$ cat config.mk
export PLATFORM = sky130hd
export DESIGN_NAME = sd_block_responder
export DESIGN_NICKNAME = d
export VERILOG_FILES = /design/src/rtl/sd_block_responder.sv
export SDC_FILE = /design/constraint.sdc
export NUM_CORES = 1
export LEC_CHECK = 0
export BUFFER_PORTS_ARGS = -buffer_cell sky130_fd_sc_hd__buf_2
export CORE_UTILIZATION = 30
export DETAILED_ROUTE_END_ITERATION = 8
export HOLD_SLACK_MARGIN = 0.15
export PLACE_DENSITY = 0.6
export SYNTH_ARGS = -nofsm -noshare
export SYNTH_HDL_FRONTEND = slang
export SYNTH_SLANG_ARGS = --single-unit
$ cat constraint.sdc
create_clock -name clk -period 3.6 [get_ports clk]
set_input_delay 0.36 -clock clk [delete_from_list [all_inputs] [get_ports clk]]
set_output_delay 0.36 -clock clk [all_outputs]
set_load 0.05 [all_outputs]
$ cat src/rtl/sd_block_responder.sv
// Serves 512-byte sd_lba/sd_rd/sd_wr/sd_ack block requests from a byte-wide image memory.
// Reads stream bytes into the requester's buffer; writes pull them from it into memory.
module sd_block_responder #(
  parameter int MEM_AW  = 24,
  parameter int BUF_LAT = 1,
  parameter int ACK_GAP = 2
) (
  input  logic              clk,
  input  logic              reset,
  input  logic [31:0]       img_blocks,
  input  logic [31:0]       sd_lba,
  input  logic              sd_rd,
  input  logic              sd_wr,
  output logic              sd_ack,
  output logic [8:0]        sd_buff_addr,
  output logic [7:0]        sd_buff_dout,
  output logic              sd_buff_wr,
  input  logic [7:0]        sd_buff_din,
  output logic [MEM_AW-1:0] mem_addr,
  output logic              mem_rd,
  output logic              mem_wr,
  output logic [7:0]        mem_wdata,
  input  logic [7:0]        mem_rdata,
  input  logic              mem_ready,
  output logic              err_oor
);

  typedef enum logic [3:0] {
    S_IDLE, S_RD_REQ, S_RD_WAIT, S_RD_PUT,
    S_WR_ADDR, S_WR_LAT, S_WR_REQ, S_WR_WAIT,
    S_DONE, S_GAP
  } state_t;

  localparam logic [7:0] LAT_LAST   = 8'(BUF_LAT);
  localparam int         GAP_LAST_I = (ACK_GAP > 0) ? ACK_GAP - 1 : 0;
  localparam logic [7:0] GAP_LAST   = 8'(GAP_LAST_I);

  state_t            state_r, state_s;
  logic [31:0]       lba_r, lba_s;
  logic              oor_r, oor_s;
  logic [8:0]        byte_idx_r, byte_idx_s;
  logic [7:0]        cnt_r, cnt_s;
  logic              sd_ack_r, sd_ack_s;
  logic [8:0]        sd_buff_addr_r, sd_buff_addr_s;
  logic [7:0]        sd_buff_dout_r, sd_buff_dout_s;
  logic              sd_buff_wr_r, sd_buff_wr_s;
  logic [MEM_AW-1:0] mem_addr_r, mem_addr_s;
  logic              mem_rd_r, mem_rd_s;
  logic              mem_wr_r, mem_wr_s;
  logic [7:0]        mem_wdata_r, mem_wdata_s;
  logic              err_oor_r, err_oor_s;
  logic              last_byte_s;

  assign last_byte_s = (byte_idx_r == 9'd511);

  // State and registered outputs; synchronous reset abandons any block in flight.
  always_ff @(posedge clk) begin
    if (reset) begin
      state_r        <= S_IDLE;
      lba_r          <= 32'd0;
      oor_r          <= 1'b0;
      byte_idx_r     <= 9'd0;
      cnt_r          <= 8'd0;
      sd_ack_r       <= 1'b0;
      sd_buff_addr_r <= 9'd0;
      sd_buff_dout_r <= 8'd0;
      sd_buff_wr_r   <= 1'b0;
      mem_addr_r     <= '0;
      mem_rd_r       <= 1'b0;
      mem_wr_r       <= 1'b0;
      mem_wdata_r    <= 8'd0;
      err_oor_r      <= 1'b0;
    end else begin
      state_r        <= state_s;
      lba_r          <= lba_s;
      oor_r          <= oor_s;
      byte_idx_r     <= byte_idx_s;
      cnt_r          <= cnt_s;
      sd_ack_r       <= sd_ack_s;
      sd_buff_addr_r <= sd_buff_addr_s;
      sd_buff_dout_r <= sd_buff_dout_s;
      sd_buff_wr_r   <= sd_buff_wr_s;
      mem_addr_r     <= mem_addr_s;
      mem_rd_r       <= mem_rd_s;
      mem_wr_r       <= mem_wr_s;
      mem_wdata_r    <= mem_wdata_s;
      err_oor_r      <= err_oor_s;
    end
  end

  // Next-state and next-output logic; strobes default low, everything else holds.
  always_comb begin
    state_s        = state_r;
    lba_s          = lba_r;
    oor_s          = oor_r;
    byte_idx_s     = byte_idx_r;
    cnt_s          = cnt_r;
    sd_ack_s       = sd_ack_r;
    sd_buff_addr_s = sd_buff_addr_r;
    sd_buff_dout_s = sd_buff_dout_r;
    sd_buff_wr_s   = 1'b0;
    mem_addr_s     = mem_addr_r;
    mem_rd_s       = mem_rd_r;
    mem_wr_s       = mem_wr_r;
    mem_wdata_s    = mem_wdata_r;
    err_oor_s      = 1'b0;
    case (state_r)
      S_IDLE: begin
        if (sd_wr || sd_rd) begin
          lba_s      = sd_lba;
          oor_s      = (sd_lba >= img_blocks);
          err_oor_s  = (sd_lba >= img_blocks);
          sd_ack_s   = 1'b1;
          byte_idx_s = 9'd0;
          state_s    = sd_wr ? S_WR_ADDR : S_RD_REQ;
        end else begin
          state_s = S_IDLE;
        end
      end
      S_RD_REQ: begin
        // Out-of-range reads never touch memory and pace zeros at two cycles per byte.
        if (oor_r) begin
          sd_buff_addr_s = byte_idx_r;
          sd_buff_dout_s = 8'h00;
          sd_buff_wr_s   = 1'b1;
          state_s        = S_RD_PUT;
        end else begin
          mem_addr_s = MEM_AW'({lba_r, byte_idx_r});
          mem_rd_s   = 1'b1;
          state_s    = S_RD_WAIT;
        end
      end
      S_RD_WAIT: begin
        if (mem_ready) begin
          mem_rd_s       = 1'b0;
          sd_buff_addr_s = byte_idx_r;
          sd_buff_dout_s = mem_rdata;
          sd_buff_wr_s   = 1'b1;
          state_s        = S_RD_PUT;
        end else begin
          state_s = S_RD_WAIT;
        end
      end
      S_RD_PUT: begin
        if (last_byte_s) begin
          sd_ack_s = 1'b0;
          state_s  = S_DONE;
        end else begin
          byte_idx_s = byte_idx_r + 9'd1;
          state_s    = S_RD_REQ;
        end
      end
      S_WR_ADDR: begin
        sd_buff_addr_s = byte_idx_r;
        cnt_s          = 8'd0;
        state_s        = S_WR_LAT;
      end
      S_WR_LAT: begin
        // Buffer data is valid on the (BUF_LAT+1)th edge after the address was presented.
        if (cnt_r == LAT_LAST) begin
          mem_wdata_s = sd_buff_din;
          state_s     = S_WR_REQ;
        end else begin
          cnt_s = cnt_r + 8'd1;
        end
      end
      S_WR_REQ: begin
        if (oor_r) begin
          if (last_byte_s) begin
            sd_ack_s = 1'b0;
            state_s  = S_DONE;
          end else begin
            byte_idx_s = byte_idx_r + 9'd1;
            state_s    = S_WR_ADDR;
          end
        end else begin
          mem_addr_s = MEM_AW'({lba_r, byte_idx_r});
          mem_wr_s   = 1'b1;
          state_s    = S_WR_WAIT;
        end
      end
      S_WR_WAIT: begin
        if (mem_ready) begin
          mem_wr_s = 1'b0;
          if (last_byte_s) begin
            sd_ack_s = 1'b0;
            state_s  = S_DONE;
          end else begin
            byte_idx_s = byte_idx_r + 9'd1;
            state_s    = S_WR_ADDR;
          end
        end else begin
          state_s = S_WR_WAIT;
        end
      end
      S_DONE: begin
        cnt_s   = 8'd0;
        state_s = S_GAP;
      end
      S_GAP: begin
        if (cnt_r >= GAP_LAST) begin
          state_s = S_IDLE;
        end else begin
          cnt_s = cnt_r + 8'd1;
        end
      end
      default: begin
        state_s  = S_IDLE;
        sd_ack_s = 1'b0;
        mem_rd_s = 1'b0;
        mem_wr_s = 1'b0;
      end
    endcase
  end

  assign sd_ack       = sd_ack_r;
  assign sd_buff_addr = sd_buff_addr_r;
  assign sd_buff_dout = sd_buff_dout_r;
  assign sd_buff_wr   = sd_buff_wr_r;
  assign mem_addr     = mem_addr_r;
  assign mem_rd       = mem_rd_r;
  assign mem_wr       = mem_wr_r;
  assign mem_wdata    = mem_wdata_r;
  assign err_oor      = err_oor_r;

endmodule
==> flow_metrics.env <==
export IMPL_crit_fanout=21
export IMPL_root_buffer="clkbuf_16"
export IMPL_finalCritPeriodShare=0.698
export IMPL_rsz0062_at_grt="no"
export IMPL_drcViolationCount=0
export IMPL_crit_slowest_cell="dfxtp_1"
export IMPL_r2r_cells=5
export IMPL_yosysWarnings=0
export IMPL_r2r_slack_ps=1090
export IMPL_gp_congestion=0.762
export IMPL_hp_start="sd_buff_din[2]"
export IMPL_synth_area_per_cell_sq_um=8.62
export IMPL_core_area_sq_um=14800
export IMPL_postCtsSetupBuffers=0
export IMPL_seqCellArea_sq_um=1820
export IMPL_grt_start_max_net_pins=28
export IMPL_cp_slowest_stage_delay_ps=790
export IMPL_cp_required_ps=3890
export IMPL_hold_path_class="in -> reg"
export IMPL_startpoint_type="flip-flop"
export IMPL_synthFlopType="dfxtp_1"
export IMPL_setup_viol=0
export IMPL_antenna_found_initial=0
export IMPL_finClkSkew_ps=8.13
export IMPL_powerDensity_nw_per_um2=526
export IMPL_hpwl_um=8220
export IMPL_crit_type="reg -> reg"
export IMPL_synth_cell_types=51
export IMPL_area_growth_pct=25.3
export IMPL_synth_top_cell_area_share=0.395
export IMPL_drv_cap=0
export IMPL_wirelength_um=10900
export IMPL_min_to="mem_wdata[2]"
export IMPL_multi_input_area_sq_um=2540
export IMPL_viasPerCell=4.75
export IMPL_ctsHtreeMaxLevel=3
export IMPL_cts_tree="yes"
export IMPL_tns_ps=0
export IMPL_clk_latency_ps=350
export IMPL_worst_pin_slew_ps=1080
export IMPL_hold_path_depth=3
export IMPL_cts_resized=0
export IMPL_synth_nets=657
export IMPL_synth_area_leaders="dfxtp_1 40%, ha_1 10%, mux2i_1 10%"
export IMPL_ys_seq_area_frac=0.395
export IMPL_r2r_end="byte_idx_r[7]"
export IMPL_synth_edf_count=0
export IMPL_fin_crit_ps=2510
export IMPL_syn_inst=535
export IMPL_firstDrtPassIters=4
export IMPL_outcome="finished clean"
export IMPL_maxSlewViolCount=0
export IMPL_grt_pass1_wl_um=18400
export IMPL_cts_buffers_inserted=9
export IMPL_max_slew_margin_rel=0.279
export IMPL_cts_num_sinks=91
export IMPL_async_flop_share=0
export IMPL_worstSetupEndpointType="flip-flop"
export IMPL_drtIter0Drc=216
export IMPL_ant_nets=0
export IMPL_grt_ovfl_total=0
export IMPL_syn_area_sq_um=4610
export IMPL_postCtsHoldBufs=0
export IMPL_post_route_util=0.392
export IMPL_leakage_uw=0.00281
export IMPL_grt_pass1_vias=3912
export IMPL_drive_above_1_share=0.256
export IMPL_antenna_cells=0
export IMPL_r2r_start="state_r[3]"
export IMPL_critPathArrivalTime_ps=2800
export IMPL_fp_dieW_um=126
export IMPL_die_area_sq_um=15900
export IMPL_num_fill_cells=1540
export IMPL_path_clk_slew_ps=70
export IMPL_die_h_um=126
export IMPL_ys_ff_latch=91
export IMPL_wl_per_cell_um=12.8
export IMPL_synth_top_cell_by_area="dfxtp_1"
export IMPL_ir_drop_v=0.000263
export IMPL_ios=139
export IMPL_clock_path_buffers=2
export IMPL_rows=44
export IMPL_total_power_uw=3040
export IMPL_hold_ws_ps=242
export IMPL_crit_chain="nor2b_1 > a32o_1 > or3_4 > or4_1 > a21oi_1"
export IMPL_hold_viol=0
export IMPL_grt_total_usage=0.144
export IMPL_nets=788
export IMPL_start_util=0.312
export IMPL_fmax_ghz=0.398
export IMPL_io_buffers=138
export IMPL_vias=4059
flip-flops by register name, summed over array words and instances (netlist names), 4 cells and up:
name and count:
cnt_r 8, byte_idx_r 9, sd_buff_addr 9, sd_buff_dout 8
state_r 4, mem_wdata 8, lba_r 15, mem_addr 24
layout make-up:
type                    count  area share
inverters                  38      0.0247
flip-flops and latches     91       0.315
clock inverters             7      0.0117
well taps                 184      0.0399
clock buffers               9      0.0390
repair buffers            146       0.130
multi-input cells         380       0.439
synth_stat cells, drive strengths merged, types with 2 or more instances:
cell type   n
dfxtp      91
nor2       65
a21oi      55
mux2i      46
nand2      46
inv        38
ha         37
nand3      21
clkbuf     16
nand2b     14
buf        10
nand4      10
o21ai      10
o31ai       7
a21o        6
o21a        5
or3         5
or4         5
a2111oi     4
nor2b       4
a211oi      3
and3        3
nor3b       3
nor4        3
xnor2       3
a311oi      2
a31oi       2
nand3b      2
nor3        2
xor2        2
worst max path at each step:
stage / to / start / depth (start not counted) / slack [ps]
final: byte_idx_r[7] / state_r[3] / 5 / 1090
after global routing: byte_idx_r[7] / state_r[3] / 5 / 940
after CTS: byte_idx_r[7] / state_r[3] / 5 / 1130
after detailed placement: sd_buff_addr[5] / state_r[1] / 5 / 1140
after global placement: sd_buff_addr[0] / state_r[1] / 5 / 1180
after floorplan: byte_idx_r[6] / byte_idx_r[0] / 10 / 1370
where the power goes:
group / internal [uW] / switching [uW] / total (uW)
logic: 355 / 532 / 887
clock network: 488 / 452 / 940
registers: 1100 / 114 / 1210
total: 1940 / 1100 / 3040
per-stage QoR:
step	cell area (sq um)	cells	setup slack, ps
6_report	5780	855	1090
3_3_place_gp	5480	839	1180
5_1_grt	5780	855	944
4_1_cts	5780	855	1130
3_5_place_dp	5480	839	1140
2_1_floorplan	4610	535	1370
per-layer routing:
metal	global-route usage	wire length, um
met5	0	0
met4	0.0517	163
met3	0.0374	540
met2	0.248	5120
met1	0.173	5110
cell families (layout without fill, tap and decap cells):
kind of cell,count (synthesis),in the layout,synth area share
AND/OR/NAND/NOR,189,189,0.201
AO/OA/AOI/OAI,103,103,0.137
flip-flops,91,91,0.395
buffers and inverters,64,200,0.0575
multiplexers,46,46,0.0999
adder cells (fa/ha/maj),37,37,0.100
XOR/XNOR,5,5,0.00950
worst max-delay path: cells and delay by family, from the launching register on:
kind            cells  cell delay, ps
simple gates        3            1160
compound gates      2             480
flops               1             790
placed cells by master (no fill, tap or decap), drive strengths merged, types with 3 or more instances in the layout:
cell type / synthesis / final
nor2: 65 / 65
nand4: 10 / 10
clkbuf: 16 / 9
nand3: 21 / 21
buf: 10 / 146
xnor2: 3 / 3
nor2b: 4 / 4
nand2: 46 / 46
o31ai: 7 / 7
and3: 3 / 3
nor3b: 3 / 3
a211oi: 3 / 3
nand2b: 14 / 14
inv: 38 / 42
mux2i: 46 / 46
ha: 37 / 37
a21oi: 55 / 55
nor4: 3 / 3
a2111oi: 4 / 4
o21ai: 10 / 10
or4: 5 / 5
a21o: 6 / 6
dfxtp: 91 / 91
o21a: 5 / 5
or3: 5 / 5
No activity file was read; power rests on OpenSTA's default activity.
